## config.mk

```make
export PLATFORM = sky130hd
export DESIGN_NAME = multiword_add_sequencer_flat
export DESIGN_NICKNAME = d
export VERILOG_FILES = /design/src/rtl/multiword_add_sequencer_pkg.sv /design/src/rtl/multiword_add_sequencer_if.sv /design/src/rtl/multiword_add_sequencer_slice.sv /design/src/rtl/multiword_add_sequencer.sv /design/src/flat_wrapper.sv
export SDC_FILE = /design/constraint.sdc
export NUM_CORES = 1
export LEC_CHECK = 0
export BUFFER_PORTS_ARGS = -buffer_cell sky130_fd_sc_hd__buf_2
export CAP_MARGIN = 20
export CORE_AREA = 4 4 124 126
export DETAILED_ROUTE_END_ITERATION = 12
export DIE_AREA = 0 0 128 130
export PLACE_DENSITY = 0.49
export SLEW_MARGIN = 10
export SYNTH_ARGS = -nofsm -noshare
export SYNTH_HDL_FRONTEND = slang
export SYNTH_HIERARCHICAL = 1
export SYNTH_SLANG_ARGS = --single-unit
export TNS_END_PERCENT = 100
```

## constraint.sdc

```tcl
create_clock -name clock -period 5.6 [get_ports clock]
set_input_delay 1.12 -clock clock [delete_from_list [all_inputs] [get_ports clock]]
set_output_delay 1.12 -clock clock [all_outputs]
set_load 0.1 [all_outputs]
```

## src/rtl/multiword_add_sequencer_pkg.sv

```systemverilog
// -----------------------------------------------------------------------------
// multiword_add_pkg
// Shared definitions for the multi-word add/subtract sequencer:
//   - state_t      : sequencer FSM states (IDLE, RUN, DONE)
//   - DEF_N        : default slice width in bits
//   - DEF_WORDS    : default number of words per operation
//   - DEF_CNT_W    : default word-counter width (2**DEF_CNT_W >= DEF_WORDS)
// -----------------------------------------------------------------------------
package multiword_add_pkg;

   localparam int DEF_N     = 32;
   localparam int DEF_WORDS = 4;
   localparam int DEF_CNT_W = 2;

   typedef enum logic [1:0] {
      IDLE = 2'd0,
      RUN  = 2'd1,
      DONE = 2'd2
   } state_t;

endpackage

```

## src/rtl/multiword_add_sequencer_if.sv

```systemverilog
// -----------------------------------------------------------------------------
// multiword_add_sequencer_if
// Bundles the control, operand-stream and result-stream signals of the
// sequencer.
//   master : operand source / result sink side (drives start, sub, abort,
//            in_valid, a_word, b_word)
//   slave  : sequencer side (drives in_ready, out_valid, s_word, s_last,
//            busy, done, carryout, overflow)
// Parameter N is the word width and must match the sequencer's N.
// -----------------------------------------------------------------------------
interface multiword_add_sequencer_if import multiword_add_pkg::*; #(
   parameter int N = DEF_N
);

   logic         start;
   logic         sub;
   logic         abort;
   logic         in_valid;
   logic         in_ready;
   logic [N-1:0] a_word;
   logic [N-1:0] b_word;
   logic         out_valid;
   logic [N-1:0] s_word;
   logic         s_last;
   logic         busy;
   logic         done;
   logic         carryout;
   logic         overflow;

   modport master (
      output start, sub, abort, in_valid, a_word, b_word,
      input  in_ready, out_valid, s_word, s_last, busy, done, carryout, overflow
   );

   modport slave (
      input  start, sub, abort, in_valid, a_word, b_word,
      output in_ready, out_valid, s_word, s_last, busy, done, carryout, overflow
   );

endinterface

```

## src/rtl/multiword_add_sequencer_slice.sv

```systemverilog
// -----------------------------------------------------------------------------
// nbit_add_slice
// Purely combinational N-bit adder slice with carry-in.
//   carryin  : carry into bit 0
//   x, y     : N-bit addends
//   s        : N-bit sum (wraps modulo 2**N)
//   carryout : carry out of bit N-1
//   overflow : carry into bit N-1 XOR carry out of bit N-1 (two's-complement
//              overflow of this slice)
// -----------------------------------------------------------------------------
module nbit_add_slice import multiword_add_pkg::*; #(
   parameter int N = DEF_N
) (
   input  logic         carryin,
   input  logic [N-1:0] x,
   input  logic [N-1:0] y,
   output logic [N-1:0] s,
   output logic         carryout,
   output logic         overflow
);

   // The add is split at the MSB so the carry into bit N-1 is available
   // explicitly for the overflow flag.
   logic msb_carry_in;

   assign {msb_carry_in, s[N-2:0]} = {1'b0, x[N-2:0]} + {1'b0, y[N-2:0]}
                                   + {{(N-1){1'b0}}, carryin};
   assign {carryout, s[N-1]}       = {1'b0, x[N-1]} + {1'b0, y[N-1]}
                                   + {1'b0, msb_carry_in};
   assign overflow                 = msb_carry_in ^ carryout;

endmodule

```

## src/rtl/multiword_add_sequencer.sv

```systemverilog
// -----------------------------------------------------------------------------
// multiword_add_sequencer
// Performs a WORDS*N-bit add or subtract by streaming operand words (LSW
// first) through a single N-bit slice, chaining the carry through carry_reg.
// One sum word is emitted per accepted operand word, one cycle later; the
// final word carries s_last/done together with the carry-out and signed
// overflow of the full-width operation.
//   clock    : rising-edge clock
//   reset_n  : asynchronous active-low reset
//   bus      : slave modport of multiword_add_sequencer_if
//              (start/sub/abort control, in_valid/in_ready/a_word/b_word
//               operand stream, out_valid/s_word/s_last result stream,
//               busy/done/carryout/overflow status)
// Parameters: N word width, WORDS words per operation (>= 2), CNT_W counter
// width with 2**CNT_W >= WORDS.
// -----------------------------------------------------------------------------
module multiword_add_sequencer import multiword_add_pkg::*; #(
   parameter int N     = DEF_N,
   parameter int WORDS = DEF_WORDS,
   parameter int CNT_W = DEF_CNT_W
) (
   input  logic                        clock,
   input  logic                        reset_n,
   multiword_add_sequencer_if.slave    bus
);

   localparam logic [CNT_W-1:0] LAST_CNT = CNT_W'(WORDS - 1);

   state_t           state_reg;
   logic [CNT_W-1:0] cnt_reg;
   logic             carry_reg;
   logic             sub_reg;
   logic [N-1:0]     s_word_reg;
   logic             out_valid_reg;
   logic             s_last_reg;
   logic             done_reg;
   logic             busy_reg;
   logic             carryout_reg;
   logic             overflow_reg;

   logic [N-1:0]     y_word;
   logic [N-1:0]     slice_s;
   logic             slice_carry;
   logic             slice_overflow;
   logic             accept;

   // Subtraction is A + ~B + 1; the +1 comes from carry_reg being seeded
   // with sub at start.
   assign y_word = sub_reg ? ~bus.b_word : bus.b_word;

   nbit_add_slice #(.N(N)) u_slice (
      .carryin  (carry_reg),
      .x        (bus.a_word),
      .y        (y_word),
      .s        (slice_s),
      .carryout (slice_carry),
      .overflow (slice_overflow)
   );

   // abort takes priority over an operand word in the same cycle.
   assign accept = (state_reg == RUN) && bus.in_valid && !bus.abort;

   always_ff @(posedge clock or negedge reset_n) begin
      if (!reset_n) begin
         state_reg     <= IDLE;
         cnt_reg       <= '0;
         carry_reg     <= 1'b0;
         sub_reg       <= 1'b0;
         s_word_reg    <= '0;
         out_valid_reg <= 1'b0;
         s_last_reg    <= 1'b0;
         done_reg      <= 1'b0;
         busy_reg      <= 1'b0;
         carryout_reg  <= 1'b0;
         overflow_reg  <= 1'b0;
      end else begin
         // Per-word pulses default low; they are raised only by an accept.
         out_valid_reg <= 1'b0;
         s_last_reg    <= 1'b0;
         done_reg      <= 1'b0;

         case (state_reg)
            IDLE: begin
               if (bus.start && !bus.abort) begin
                  state_reg    <= RUN;
                  sub_reg      <= bus.sub;
                  carry_reg    <= bus.sub;
                  cnt_reg      <= '0;
                  carryout_reg <= 1'b0;
                  overflow_reg <= 1'b0;
                  busy_reg     <= 1'b1;
               end
            end

            RUN: begin
               if (bus.abort) begin
                  state_reg    <= IDLE;
                  busy_reg     <= 1'b0;
                  carryout_reg <= 1'b0;
                  overflow_reg <= 1'b0;
               end else if (accept) begin
                  s_word_reg    <= slice_s;
                  out_valid_reg <= 1'b1;
                  carry_reg     <= slice_carry;
                  cnt_reg       <= cnt_reg + 1'b1;
                  if (cnt_reg == LAST_CNT) begin
                     // Only the final word's flags describe the full operand.
                     s_last_reg   <= 1'b1;
                     done_reg     <= 1'b1;
                     carryout_reg <= slice_carry;
                     overflow_reg <= slice_overflow;
                     state_reg    <= DONE;
                  end
               end
            end

            DONE: begin
               state_reg <= IDLE;
               busy_reg  <= 1'b0;
               if (bus.abort) begin
                  carryout_reg <= 1'b0;
                  overflow_reg <= 1'b0;
               end
            end

            default: begin
               state_reg <= IDLE;
               busy_reg  <= 1'b0;
            end
         endcase
      end
   end

   // in_ready decodes from state alone; everything else is a register.
   assign bus.in_ready  = (state_reg == RUN);
   assign bus.out_valid = out_valid_reg;
   assign bus.s_word    = s_word_reg;
   assign bus.s_last    = s_last_reg;
   assign bus.busy      = busy_reg;
   assign bus.done      = done_reg;
   assign bus.carryout  = carryout_reg;
   assign bus.overflow  = overflow_reg;

endmodule

```

## src/flat_wrapper.sv

```systemverilog
// flat-port wrapper written by rule: the top's interface ports become plain ports
module multiword_add_sequencer_flat import multiword_add_pkg::*;
#(
   parameter int N     = DEF_N,
   parameter int WORDS = DEF_WORDS,
   parameter int CNT_W = DEF_CNT_W
)
  (clock, reset_n, bus_start, bus_sub, bus_abort, bus_in_valid, bus_a_word, bus_b_word, bus_in_ready, bus_out_valid, bus_s_word, bus_s_last, bus_busy, bus_done, bus_carryout, bus_overflow);
  multiword_add_sequencer_if #(.N(N)) bus_i ();
  input  logic clock;
  input  logic reset_n;
  input wire logic [$bits(bus_i.start)-1:0] bus_start;
  input wire logic [$bits(bus_i.sub)-1:0] bus_sub;
  input wire logic [$bits(bus_i.abort)-1:0] bus_abort;
  input wire logic [$bits(bus_i.in_valid)-1:0] bus_in_valid;
  input wire logic [$bits(bus_i.a_word)-1:0] bus_a_word;
  input wire logic [$bits(bus_i.b_word)-1:0] bus_b_word;
  output wire logic [$bits(bus_i.in_ready)-1:0] bus_in_ready;
  output wire logic [$bits(bus_i.out_valid)-1:0] bus_out_valid;
  output wire logic [$bits(bus_i.s_word)-1:0] bus_s_word;
  output wire logic [$bits(bus_i.s_last)-1:0] bus_s_last;
  output wire logic [$bits(bus_i.busy)-1:0] bus_busy;
  output wire logic [$bits(bus_i.done)-1:0] bus_done;
  output wire logic [$bits(bus_i.carryout)-1:0] bus_carryout;
  output wire logic [$bits(bus_i.overflow)-1:0] bus_overflow;
  assign bus_i.start = bus_start;
  assign bus_i.sub = bus_sub;
  assign bus_i.abort = bus_abort;
  assign bus_i.in_valid = bus_in_valid;
  assign bus_i.a_word = bus_a_word;
  assign bus_i.b_word = bus_b_word;
  assign bus_in_ready = bus_i.in_ready;
  assign bus_out_valid = bus_i.out_valid;
  assign bus_s_word = bus_i.s_word;
  assign bus_s_last = bus_i.s_last;
  assign bus_busy = bus_i.busy;
  assign bus_done = bus_i.done;
  assign bus_carryout = bus_i.carryout;
  assign bus_overflow = bus_i.overflow;
  multiword_add_sequencer #(.N(N), .WORDS(WORDS), .CNT_W(CNT_W)) u_core (.clock(clock), .reset_n(reset_n), .bus(bus_i));
endmodule
```

* Word level (Yosys, flattened, before mapping)
Index checks and enable logic that the tools add are counted.
** Storage, ports and cells
- Bits in registers :: 43
- Bits in latches :: 0
- RAM bits :: 0
- ROM bits :: 0
- Output and inout bits :: 39
- Logic and storage cells :: 74
- Memories kept :: 0
** Cells by class
- $add $sub $neg :: 5
- $mul :: 0
- Divide/modulo/power cells :: 0
- Magnitude comparators :: 0
- Equal/unequal tests :: 10
- Shift-type cells :: 0
- Muxes and demuxes :: 33
- Bitwise operators :: 3
- Reductions and logical operators :: 13
** Operators by type and width (count)
- adder 31 x 31 -> 32 bit :: 1
- adder 32 x 1 -> 32 bit :: 1
- 2-to-1 mux 32 bit :: 1
- NOT 32 bit :: 1
- 2-to-1 mux 1 bit :: 19
- 2-to-1 mux 2 bit :: 7
- case mux 2 bit (2 select lines) :: 2
- != test 2 bit, second input constant :: 3
- != test 3 x 2 -> 1 bit, second input constant :: 2
- case mux 1 bit (3 select lines) :: 2
- AND reduction 3 bit :: 2
- AND reduction 5 bit :: 1
- == test 2 bit, second input constant :: 2
- != test 2 x 1 -> 1 bit, second input constant :: 2
- case mux 1 bit (2 select lines) :: 2
- AND reduction 2 bit :: 2
- AND reduction 4 bit :: 1
- logical AND 1 bit :: 3
- nonzero test 3 bit :: 1
- adder 1 x 1 -> 2 bit :: 1
- adder 2 x 1 -> 2 bit :: 1
- adder 2 x 1 -> 2 bit, second input constant :: 1
- == test 2 x 1 -> 1 bit, second input constant :: 1
- zero test 2 bit :: 1
- other kinds (4) :: 4

* Longest topological paths before layout
Gate-level depths: netlist (run 1).
- Depth in word-level cells :: 10
- Mapped depth :: 15

* By module
The synthesis (run 1) kept the hierarchy.
** Modules (own cells, without submodules)
- nbit_add_slice :: instances 1, cells each 305, area an instance 2149.6 µm², sequential area each 0.0 µm²
- multiword_add_sequencer :: instances 1, cells each 147, area an instance 2063.2 µm², sequential area each 1076.0 µm²

* Worst setup path before layout (run 1)
No wires, ideal clock.
- Kind :: input to register
- Start point :: in bus_b_word[21]
- End point :: reg u_core.overflow_reg, in the netlist u_core/bus.overflow
- Library setup time :: 0.128 ns
- Arrival time :: 3.547 ns
- Slack :: 1.925 ns
- Cell stages on the path :: 13
- Path buffers :: 1
- Cells stage by stage :: xor2_1 ha_1 clkbuf_1 nand2_1 o21bai_1 a211oi_1 nor3_1 a21oi_1 inv_1 fa_1 xnor2_1 and2_1 mux2_1
** On the way
- Longest elaborated chain between the ends :: 10
** Ends and longest elaborated chain
- from (decl) :: line flat_wrapper.sv:17 : input wire logic [$bits(bus_i.b_word)-1:0] bus_b_word;
- NOT 32 bit :: line multiword_add_sequencer.sv:49 : assign y_word = sub_reg ? ~bus.b_word : bus.b_word;
- 2-to-1 mux 32 bit (*) :: line multiword_add_sequencer.sv:49
- adder 31 x 31 -> 32 bit (*) :: line multiword_add_sequencer_slice.sv:26 : assign {msb_carry_in, s[N-2:0]} = {1'b0, x[N-2:0]} + {1'b0, y[N-2:0]}
- adder 32 x 1 -> 32 bit (*) :: line multiword_add_sequencer_slice.sv:27 : + {{(N-1){1'b0}}, carryin};
- adder 2 x 1 -> 2 bit :: line multiword_add_sequencer_slice.sv:29 : + {1'b0, msb_carry_in};
- bitwise XOR 1 bit (*) :: line multiword_add_sequencer_slice.sv:30 : assign overflow = msb_carry_in ^ carryout;
- net u_core.slice_overflow :: line multiword_add_sequencer.sv:44 : logic slice_overflow;
- 2-to-1 mux 1 bit (*) :: line multiword_add_sequencer.sv:106 : if (cnt_reg == LAST_CNT) begin
- 2-to-1 mux 1 bit (*) :: line multiword_add_sequencer.sv:101 : end else if (accept) begin
- 2-to-1 mux 1 bit (*) :: line multiword_add_sequencer.sv:96 : if (bus.abort) begin
- case mux 1 bit (3 select lines) (*) :: line multiword_add_sequencer.sv:82 : case (state_reg)
- to (signal assigned) :: line multiword_add_sequencer.sv:111 : overflow_reg <= slice_overflow;
- to (decl) :: line multiword_add_sequencer.sv:39 : logic overflow_reg;
The timed path passes the listed nets; every way through them passes the cells marked *. The select of a mux whose other input is x is not followed.
A chain may end at the register's enable or synchronous reset.

* Final worst setup path (run 1)
- Start point :: reg u_core.sub_reg
- End point :: reg u_core.overflow_reg, in the netlist u_core/bus.overflow
** On the way
- Longest elaborated chain between the ends :: 9
** Ends and longest elaborated chain
- from (decl) :: line multiword_add_sequencer.sv:32 : logic sub_reg;
- from (signal assigned) :: line multiword_add_sequencer.sv:86 : sub_reg <= bus.sub;
- 2-to-1 mux 32 bit (*) :: line multiword_add_sequencer.sv:49
- net u_core.y_word[16] :: line multiword_add_sequencer.sv:41 : logic [N-1:0] y_word;
- adder 31 x 31 -> 32 bit (*) :: line multiword_add_sequencer_slice.sv:26
- adder 32 x 1 -> 32 bit (*) :: line multiword_add_sequencer_slice.sv:27
- adder 2 x 1 -> 2 bit :: line multiword_add_sequencer_slice.sv:29
- bitwise XOR 1 bit (*) :: line multiword_add_sequencer_slice.sv:30
- net u_core.slice_overflow :: line multiword_add_sequencer.sv:44
- 2-to-1 mux 1 bit (*) :: line multiword_add_sequencer.sv:106
- 2-to-1 mux 1 bit (*) :: line multiword_add_sequencer.sv:101
- 2-to-1 mux 1 bit (*) :: line multiword_add_sequencer.sv:96
- case mux 1 bit (3 select lines) (*) :: line multiword_add_sequencer.sv:82
Marks and branches as above.

==> impl_summary.log, run 1 <==
[metrics] total power of the final layout: 0.00299 W
[metrics] number of flops mapped to enable cells by yosys: 0
[metrics] Post-Syn Area per Cell: 9.32 µm²
[metrics] total half-perimeter wirelength after legalization and detailed placement: 9240 µm
[metrics] routed wire length per instance: 15.5 µm
[metrics] master cell of the clock root buffer: sky130_fd_sc_hd__clkbuf_16
[metrics] most frequent cells in the layout: sky130_fd_sc_hd__buf_2 (108), sky130_fd_sc_hd__dfrtp_1 (42), sky130_fd_sc_hd__xor2_1 (40), sky130_fd_sc_hd__a21oi_1 (34), sky130_fd_sc_hd__ha_1 (31)
[metrics] maximum number of pins on one net before global-route repair: 44
[metrics] vias per cell: 4.88
[metrics] DRC marker count from the first detailed-route iteration: 170
[metrics] period utilization: 71.5%
[metrics] total number of clock tree sinks: 43
[metrics] flip-flop and latch count after synthesis: 43
[metrics] commonest non-fill, non-tap cell in the layout: sky130_fd_sc_hd__buf_2
[metrics] mapped cell area: 4210 µm²
[metrics] clock tree from TritonCTS: built
[metrics] min-delay worst type: reg2reg
[metrics] Port Buf Inserts: 108
[metrics] cell type group with the largest total delay on the critical path: compound AO/OA/AOI/OAI gates
[metrics] worst rel slew slack: 39.4%
[metrics] slowest stage cell on the critical path: sky130_fd_sc_hd__dfrtp_2
[metrics] slowest cell delay on critical path: 0.91 ns
[metrics] Internal Power: 0.00122 W
[metrics] Post-Synthesis Net Count: 556
[metrics] ratio of cells with drive above 1 in the final layout: 31.9%
[metrics] GRT Util Overall: 13.6%
[metrics] x dimension of the die: 128 µm
[metrics] number of flip-flops under the largest register name: 32
[metrics] via count of the first global-routing pass: 3,667
[metrics] top-level port count: 109
[metrics] total of max-cap violations: 0
[metrics] launch point of the worst path: u_core/sub_reg
[metrics] total of warnings raised by yosys: 6
[metrics] iteration count of the initial detailed-routing pass: 4
[metrics] clock latency reported for the late side of the worst-skew pair: 0.29 ns
[metrics] Layout Cells excl Fill: 738
[metrics] count of nets left with antenna violations after detail routing: 0
[metrics] maximum buffer depth of the clock tree: 2
[metrics] number of antenna violations at the first check in global routing: 0
[metrics] outcome: completed
[metrics] ranking of synthesized cells by area: sky130_fd_sc_hd__dfrtp_1 (26%), sky130_fd_sc_hd__ha_1 (9.2%), sky130_fd_sc_hd__xor2_1 (8.3%)
[metrics] post-route minimum period: 4.00 ns
[metrics] Initial Util: 29.4%
[metrics] GPL Wtd Cong: 0.852
[metrics] Worst EP required: 5.77 ns
[metrics] most common cell type on the critical path: sky130_fd_sc_hd__a21oi_1
[metrics] peak ir drop on the vdd network: 0.297 mV
[metrics] Synth area leader: sky130_fd_sc_hd__dfrtp_1
[metrics] maximum fanout along the worst path: 28
[metrics] total negative slack: 0 ns
[metrics] Worst-path clk slew: 0.07 ns
[metrics] Vert. Die Dim: 130 µm
[metrics] worst hold start: u_core/bus.s_word[18]
[metrics] floorplan die area: 16,600 µm²
[metrics] Power per Cell Area: 590 nW/µm²
[metrics] Synth cell types: 72
[metrics] number of buffers added to fix hold violations after cts: 0
[metrics] sequential group share of total power: 17.8%
[metrics] critical path, cell by cell: xor2_1 > ha_1 > a21oi_1 > o211a_1 > a211oi_1 > nor3_1 > a21oi_1 > inv_1 > fa_1 > xnor2_1 > and2_1 > mux2_1
[metrics] switching share of power: 59.4%
[metrics] slew of the pin with the lowest slew margin: 0.895 ns
[metrics] P_sw: 0.00178 W
[metrics] static leakage power: 2.43 nW
[metrics] deepest level of the CTS H-tree: 2
[metrics] Num CTS Buffers: 5
[metrics] cts repair resizes: 0
[metrics] setup repair after global routing missed its margin: no
[metrics] number of core rows: 44
[metrics] slack of the worst reg-to-reg path: 1.60 ns
[metrics] remaining global-route overflow: 0
[metrics] Highest Clock Rate: 250 MHz
[metrics] critical path launch point type: flip-flop
[metrics] Final Hold Fails: 0
[metrics] Layout Utilization: 35.4%
[metrics] number of diodes added for antenna fixing: 0
[metrics] dpl cells: 728
[metrics] Crit Path Class: reg2reg
[metrics] share of synthesized area occupied by flip-flops and latches: 25.5%
[metrics] fraction of registers with async set/reset: 100%
[metrics] first-pass GRT wire length: 18,500 µm
[metrics] detailed-route DRC error count: 0
[metrics] Synth top area share: 25.5%
[metrics] clock network power share: 10.0%
[metrics] Floorplan Core Area: 14,300 µm²
[metrics] routed vias: 3,601
[metrics] synthesized instance count: 452
[metrics] final setup violation count: 0
[metrics] final-report max-slew violation count: 0
[metrics] Buf+Inv Stages, Crit Path: 1
[metrics] fraction of power consumed by combinational cells: 72.2%
[metrics] critical path capture point type: flip-flop
[metrics] Setup Skew: 0.00526 ns
[metrics] synthesis-to-layout area growth: 20.4%
[metrics] dominant synthesized flop cell: sky130_fd_sc_hd__dfrtp_1
[metrics] Final Routed Wirelength: 11,500 µm
[metrics] startpoint of the most critical register-to-register path: u_core/sub_reg
[metrics] nets@finish: 657
[metrics] Worst Hold Margin: 0.502 ns
[metrics] endpoint arrival time on the critical path: 4.17 ns
[metrics] setup fix buffers added after clock tree synthesis: 0
==> final cells by class <==
| class | instances | area, µm² |
|---|---|---|
| Timing Repair Buffer | 111 | 588 |
| Clock inverter | 3 | 25.0 |
| Sequential cell | 43 | 1080 |
| Inverter | 27 | 101 |
| Clock buffer | 5 | 125 |
| Tap cell | 184 | 230 |
| Fill cell | 1515 | 9240 |
| Multi-Input combinational cell | 365 | 2920 |
==> metal layers <==
metal	part of all wire [%]	track usage, %	vias to the layer above
met5	0	0	-
met4	0.98	2.56	0
met3	4.3	2.09	8
met2	46	22.4	101
met1	49	19.1	1660
li1	-	-	1832
==> cell usage after synthesis, types with 2 or more instances <==
| library cell | n |
|---|---|
| sky130_fd_sc_hd__or2_2 | 6 |
| sky130_fd_sc_hd__o2111ai_1 | 3 |
| sky130_fd_sc_hd__inv_1 | 27 |
| sky130_fd_sc_hd__nand2_1 | 29 |
| sky130_fd_sc_hd__nand4b_1 | 2 |
| sky130_fd_sc_hd__mux2_4 | 14 |
| sky130_fd_sc_hd__or3_1 | 2 |
| sky130_fd_sc_hd__and4_1 | 2 |
| sky130_fd_sc_hd__and3_1 | 3 |
| sky130_fd_sc_hd__mux2_1 | 3 |
| sky130_fd_sc_hd__mux2_2 | 20 |
| sky130_fd_sc_hd__o211ai_1 | 4 |
| sky130_fd_sc_hd__nor2_1 | 22 |
| sky130_fd_sc_hd__and2_1 | 7 |
| sky130_fd_sc_hd__o2111a_1 | 2 |
| sky130_fd_sc_hd__a21oi_2 | 2 |
| sky130_fd_sc_hd__o21a_1 | 4 |
| sky130_fd_sc_hd__nand4_1 | 5 |
| sky130_fd_sc_hd__buf_6 | 4 |
| sky130_fd_sc_hd__buf_4 | 2 |
| sky130_fd_sc_hd__o21ai_0 | 14 |
| sky130_fd_sc_hd__a21oi_1 | 34 |
| sky130_fd_sc_hd__a21boi_0 | 2 |
| sky130_fd_sc_hd__o21bai_1 | 7 |
| sky130_fd_sc_hd__o221ai_1 | 3 |
| sky130_fd_sc_hd__clkbuf_1 | 3 |
| sky130_fd_sc_hd__nand2b_1 | 8 |
| sky130_fd_sc_hd__nor2b_1 | 2 |
| sky130_fd_sc_hd__a21bo_2 | 2 |
| sky130_fd_sc_hd__buf_2 | 8 |
| sky130_fd_sc_hd__o21ai_1 | 2 |
| sky130_fd_sc_hd__nor3_1 | 5 |
| sky130_fd_sc_hd__o211a_1 | 2 |
| sky130_fd_sc_hd__nand3_1 | 12 |
| sky130_fd_sc_hd__fa_1 | 3 |
| sky130_fd_sc_hd__a21o_1 | 13 |
| sky130_fd_sc_hd__ha_1 | 31 |
| sky130_fd_sc_hd__dfrtp_1 | 43 |
| sky130_fd_sc_hd__xnor2_1 | 16 |
| sky130_fd_sc_hd__a31oi_1 | 7 |
| sky130_fd_sc_hd__xor2_1 | 40 |
| sky130_fd_sc_hd__o31ai_1 | 2 |
==> worst reg2reg max path: cells and delay by family, from the launching register on <==
kind / cells / cell delay [ns]
buffers and inverters: 1 / 0.10
flip-flops: 1 / 0.91
AND/OR/NAND/NOR: 2 / 0.25
XOR/XNOR: 2 / 0.36
AO/OA/AOI/OAI: 4 / 1.03
adder cells (fa/ha/maj): 2 / 0.95
multiplexers: 1 / 0.29
==> logic make-up (layout without fill, tap and decap cells) <==
kind of cell	count (synthesis)	in the layout	share of synthesized area (%)
AOI/OAI and AO/OA	122	122	21.2
xor gates and xnor gates	56	56	11.6
adders and majority gates	34	34	10.6
buffers and inverters	44	146	5.05
DFF	43	43	25.5
muxes	38	38	11.4
and+or+nand+nor	115	115	14.6
==> final timing paths <==
path / endpoint / cells after the start
worst max-delay path: u_core/bus.overflow / 12
worst min-delay path: u_core/bus.s_word[18] / 1
worst max register to register: u_core/bus.overflow / 12
worst min register to register: u_core/bus.s_word[18] / 1
max in group asynchronous: u_core/sub_reg / 2
min in group asynchronous: u_core/bus.done / 1
==> power by group through the flow <==
| stage | Clock [W] | Sequential (W) | Combinational, W |
|---|---|---|---|
| 3_3_place_gp | 0 | 0.000536 | 0.00215 |
| 3_5_place_dp | 0 | 0.000540 | 0.00217 |
| 5_1_grt | 0.000323 | 0.000553 | 0.00232 |
| 4_1_cts | 0.000311 | 0.000536 | 0.00217 |
| 2_1_floorplan | 0 | 0.00140 | 0.000921 |
| 6_report | 0.000300 | 0.000532 | 0.00216 |
==> stage by stage <==
step / instance area [µm²] / worst slack [ns]
floorplan: 4210 / 1.93
global placement: 4880 / 1.41
detailed placement: 4880 / 1.33
CTS: 5030 / 1.54
global route: 5070 / 1.27
finish: 5070 / 1.60
(Power assumes the default switching activity.)
==> inputs of run 2 (changes only) <==
PLACE_DENSITY = 0.5   (was 0.49)
clock period = 3.6 ns   (was 5.6 ns; I/O delays follow)
==> run 2 against run 1 <==
Sequential cell count unchanged. Critical path depth increased by 2. Hold slack lost 0.12 ns. Clock skew grew 0.0023 ns. Clock power grew 55%. Critical endpoint unchanged. Largest power group unchanged.
==> impl_summary.log, run 2 (synthesis gave the netlist of run 1 again) <==
[metrics] outcome: completed (unchanged)
[metrics] Layout Utilization: 37.4% (was 35.4%)
[metrics] routed wire length per instance: 15.5 µm (about the same)
[metrics] maximum number of pins on one net before global-route repair: 44 (unchanged)
[metrics] number of flip-flops under the largest register name: 32 (unchanged)
[metrics] DRC marker count from the first detailed-route iteration: 237 (was 170)
[metrics] static leakage power: 2.59 nW (was 2.43 nW)
[metrics] placed cell areas: 5160 µm² (was 4880 µm²)
[metrics] clock network power share: 9.6% (was 10.0%)
[metrics] filler instances: 1,512 (was 1,515)
[metrics] post-route worst setup slack: 0.183 ns (was 1.60 ns)
[metrics] Final Routed Wirelength: 12,000 µm (was 11,500 µm)
[metrics] setup fix buffers added after clock tree synthesis: 0 (unchanged)
[metrics] fraction of power consumed by combinational cells: 73.7% (was 72.2%)
[metrics] total negative slack: 0 ns (unchanged)
[metrics] peak ir drop on the vdd network: 0.554 mV (was 0.297 mV)
[metrics] count of nets left with antenna violations after detail routing: 0 (unchanged)
[metrics] top-level port count: 109 (unchanged)
[metrics] via count of the first global-routing pass: 3,826 (was 3,667)
[metrics] Num CTS Buffers: 5 (unchanged)
[metrics] x dimension of the die: 128 µm (unchanged)
[metrics] post-route minimum period: 3.42 ns (was 4.00 ns)
[metrics] final setup violation count: 0 (unchanged)
[metrics] deepest level of the CTS H-tree: 2 (unchanged)
[metrics] P_sw: 0.00281 W (was 0.00178 W)
[metrics] end of the critical path: u_core/bus.overflow (unchanged)
[metrics] GRT Util Overall: 14.3% (was 13.6%)
[metrics] final-report max-slew violation count: 0 (unchanged)
[metrics] Setup Skew: 0.00757 ns (was 0.00526 ns)
[metrics] RR Endpoint: u_core/bus.overflow (unchanged)
[metrics] Final Hold Fails: 0 (unchanged)
[metrics] total of max-cap violations: 0 (unchanged)
[metrics] total half-perimeter wirelength after legalization and detailed placement: 9890 µm (was 9240 µm)
[metrics] register area: 1080 µm² (unchanged)
[metrics] Worst-path clk slew: 0.07 ns (about the same)
[metrics] Vert. Die Dim: 130 µm (unchanged)
[metrics] number of antenna violations at the first check in global routing: 0 (unchanged)
[metrics] total number of clock tree sinks: 43 (unchanged)
[metrics] Layout Cells excl Fill: 772 (was 738)
[metrics] critical path capture point type: flip-flop (unchanged)
[metrics] footprint of the multi-input gates: 2940 µm² (was 2920 µm²)
[metrics] min-delay worst type: in2async (was reg2reg)
[metrics] clock latency reported for the late side of the worst-skew pair: 0.29 ns (about the same)
[metrics] maximum fanout along the worst path: 11 (was 28)
[metrics] maximum buffer depth of the clock tree: 2 (unchanged)
[metrics] critical path launch point type: flip-flop (unchanged)
[metrics] nets@finish: 691 (was 657)
[metrics] number of buffers added to fix hold violations after cts: 0 (unchanged)
[metrics] minimum setup slack after placement: -0.0299 ns (was 1.33 ns)
[metrics] Port Buf Inserts: 108 (unchanged)
[metrics] sequential group share of total power: 16.6% (was 17.8%)
[metrics] Final Cell Area: 5350 µm² (was 5070 µm²)
[metrics] commonest non-fill, non-tap cell in the layout: sky130_fd_sc_hd__buf_2 (unchanged)
[metrics] dpl cells: 763 (was 728)
[metrics] slack of the worst reg-to-reg path: 0.18 ns (was 1.60 ns)
[metrics] vias per cell: 4.85 (was 4.88)
[metrics] synthesis-to-layout area growth: 26.9% (was 20.4%)
[metrics] launch point of the worst path: u_core/sub_reg (unchanged)
[metrics] iteration count of the initial detailed-routing pass: 4 (unchanged)
[metrics] startpoint of the most critical register-to-register path: u_core/sub_reg (unchanged)
[metrics] number of diodes added for antenna fixing: 0 (unchanged)
[metrics] floorplan die area: 16,600 µm² (unchanged)
[metrics] ratio of cells with drive above 1 in the final layout: 36.9% (was 31.9%)
[metrics] Internal Power: 0.00201 W (was 0.00122 W)
[metrics] first-pass GRT wire length: 19,400 µm (was 18,500 µm)
[metrics] Power per Cell Area: 903 nW/µm² (was 590 nW/µm²)
[metrics] Floorplan Core Area: 14,300 µm² (unchanged)
[metrics] endpoint arrival time on the critical path: 3.59 ns (was 4.17 ns)
[metrics] clock tree from TritonCTS: built (unchanged)
[metrics] master cell of the clock root buffer: sky130_fd_sc_hd__clkbuf_16 (unchanged)
[metrics] slew of the pin with the lowest slew margin: 0.708 ns (was 0.895 ns)
[metrics] Crit Path Class: reg2reg (unchanged)
[metrics] Highest Clock Rate: 293 MHz (was 250 MHz)
[metrics] GPL Wtd Cong: 0.840 (was 0.852)
[metrics] detailed-route DRC error count: 0 (unchanged)
[metrics] Initial Util: 29.4% (unchanged)
[metrics] R2R depth: 14 (was 12)
[metrics] period utilization: 94.9% (was 71.5%)
[metrics] worst rel slew slack: 52.8% (was 39.4%)
[metrics] switching share of power: 58.3% (was 59.4%)
[metrics] Worst EP required: 3.77 ns (was 5.77 ns)
[metrics] number of core rows: 44 (unchanged)
[metrics] routed vias: 3,747 (was 3,601)
[metrics] remaining global-route overflow: 0 (unchanged)
[metrics] most frequent cells in the layout: sky130_fd_sc_hd__buf_2 (108), sky130_fd_sc_hd__dfrtp_1 (42), sky130_fd_sc_hd__xor2_1 (40), sky130_fd_sc_hd__buf_4 (35), sky130_fd_sc_hd__a21oi_1 (32) (was sky130_fd_sc_hd__buf_2 (108), sky130_fd_sc_hd__dfrtp_1 (42), sky130_fd_sc_hd__xor2_1 (40), sky130_fd_sc_hd__a21oi_1 (34), sky130_fd_sc_hd__ha_1 (31))
[run 2: how the worst min path moves through the flow]
stage / slack (ns) / endpoint / from / cells after the start
final: 0.38 / u_core/bus.done / reset_n / 1
after global routing: 0.41 / u_core/bus.done / reset_n / 1
after CTS: 0.51 / u_core/bus.s_word[6] / u_core/bus.s_word[6] / 1
after detailed placement: 0.49 / u_core/bus.s_word[12] / u_core/bus.s_word[12] / 1
after global placement: 0.49 / u_core/bus.s_word[2] / u_core/bus.s_word[2] / 1
after floorplan: 0.42 / u_core/bus.busy / reset_n / 0
[run 2: power groups by stage]
stage | Combinational (W) | Sequential (W) | Clock, W
2_1_floorplan | 0.00143 | 0.00218 | 0
3_3_place_gp | 0.00353 | 0.000809 | 0
3_5_place_dp | 0.00355 | 0.000814 | 0
4_1_cts | 0.00356 | 0.000808 | 0.000484
5_1_grt | 0.00380 | 0.000839 | 0.000512
6_report | 0.00356 | 0.000803 | 0.000465
[run 2: critical path, cell delays in order (launching register included)]
cell and delay, ns:
sky130_fd_sc_hd__dfrtp_2 0.48, sky130_fd_sc_hd__buf_12 0.18, sky130_fd_sc_hd__buf_4 0.15, sky130_fd_sc_hd__xor2_1 0.15, sky130_fd_sc_hd__ha_1 0.43, sky130_fd_sc_hd__a21o_1 0.23
sky130_fd_sc_hd__o21bai_1 0.16, sky130_fd_sc_hd__a21bo_2 0.19, sky130_fd_sc_hd__nor3_1 0.05, sky130_fd_sc_hd__a21oi_1 0.24, sky130_fd_sc_hd__inv_1 0.08, sky130_fd_sc_hd__fa_1 0.41
sky130_fd_sc_hd__xnor2_1 0.14, sky130_fd_sc_hd__and2_1 0.13, sky130_fd_sc_hd__mux2_1 0.28
[run 2: timing repair]
item	4_1_cts	5_1_grt
hold endpoints to repair	0	0
gates resized for setup	0	6
endpoints found under the setup margin	0	2
[run 2: per-layer routing]
| metal | track usage (%) | part of all wire, % | wire (µm) | vias up |
|---|---|---|---|---|
| met5 | 0 | 0 | 0 | - |
| met3 | 2.25 | 4.0 | 475 | 6 |
| li1 | - | - | - | 1903 |
| met2 | 24.1 | 47 | 5690 | 73 |
| met1 | 19.8 | 48 | 5740 | 1765 |
| met4 | 2.25 | 0.76 | 91 | 0 |
[run 2: per-stage QoR]
| step | hold slack, ns | power (W) |
|---|---|---|
| 6_report | 0.380 | 0.00483 |
| 4_1_cts | 0.511 | 0.00485 |
| 3_5_place_dp | 0.492 | 0.00436 |
| 3_3_place_gp | 0.487 | 0.00434 |
| 2_1_floorplan | 0.424 | 0.00361 |
| 5_1_grt | 0.412 | 0.00515 |
[run 2: cell type report]
| class | instances | share of cell area [%] |
|---|---|---|
| Sequential cell | 43 | 20.1 |
| Tap cell | 184 | 4.31 |
| Timing Repair Buffer | 145 | 15.8 |
| Inverter | 27 | 1.90 |
| Clock buffer | 5 | 2.34 |
| Clock inverter | 3 | 0.468 |
| Multi-Input combinational cell | 365 | 55.1 |
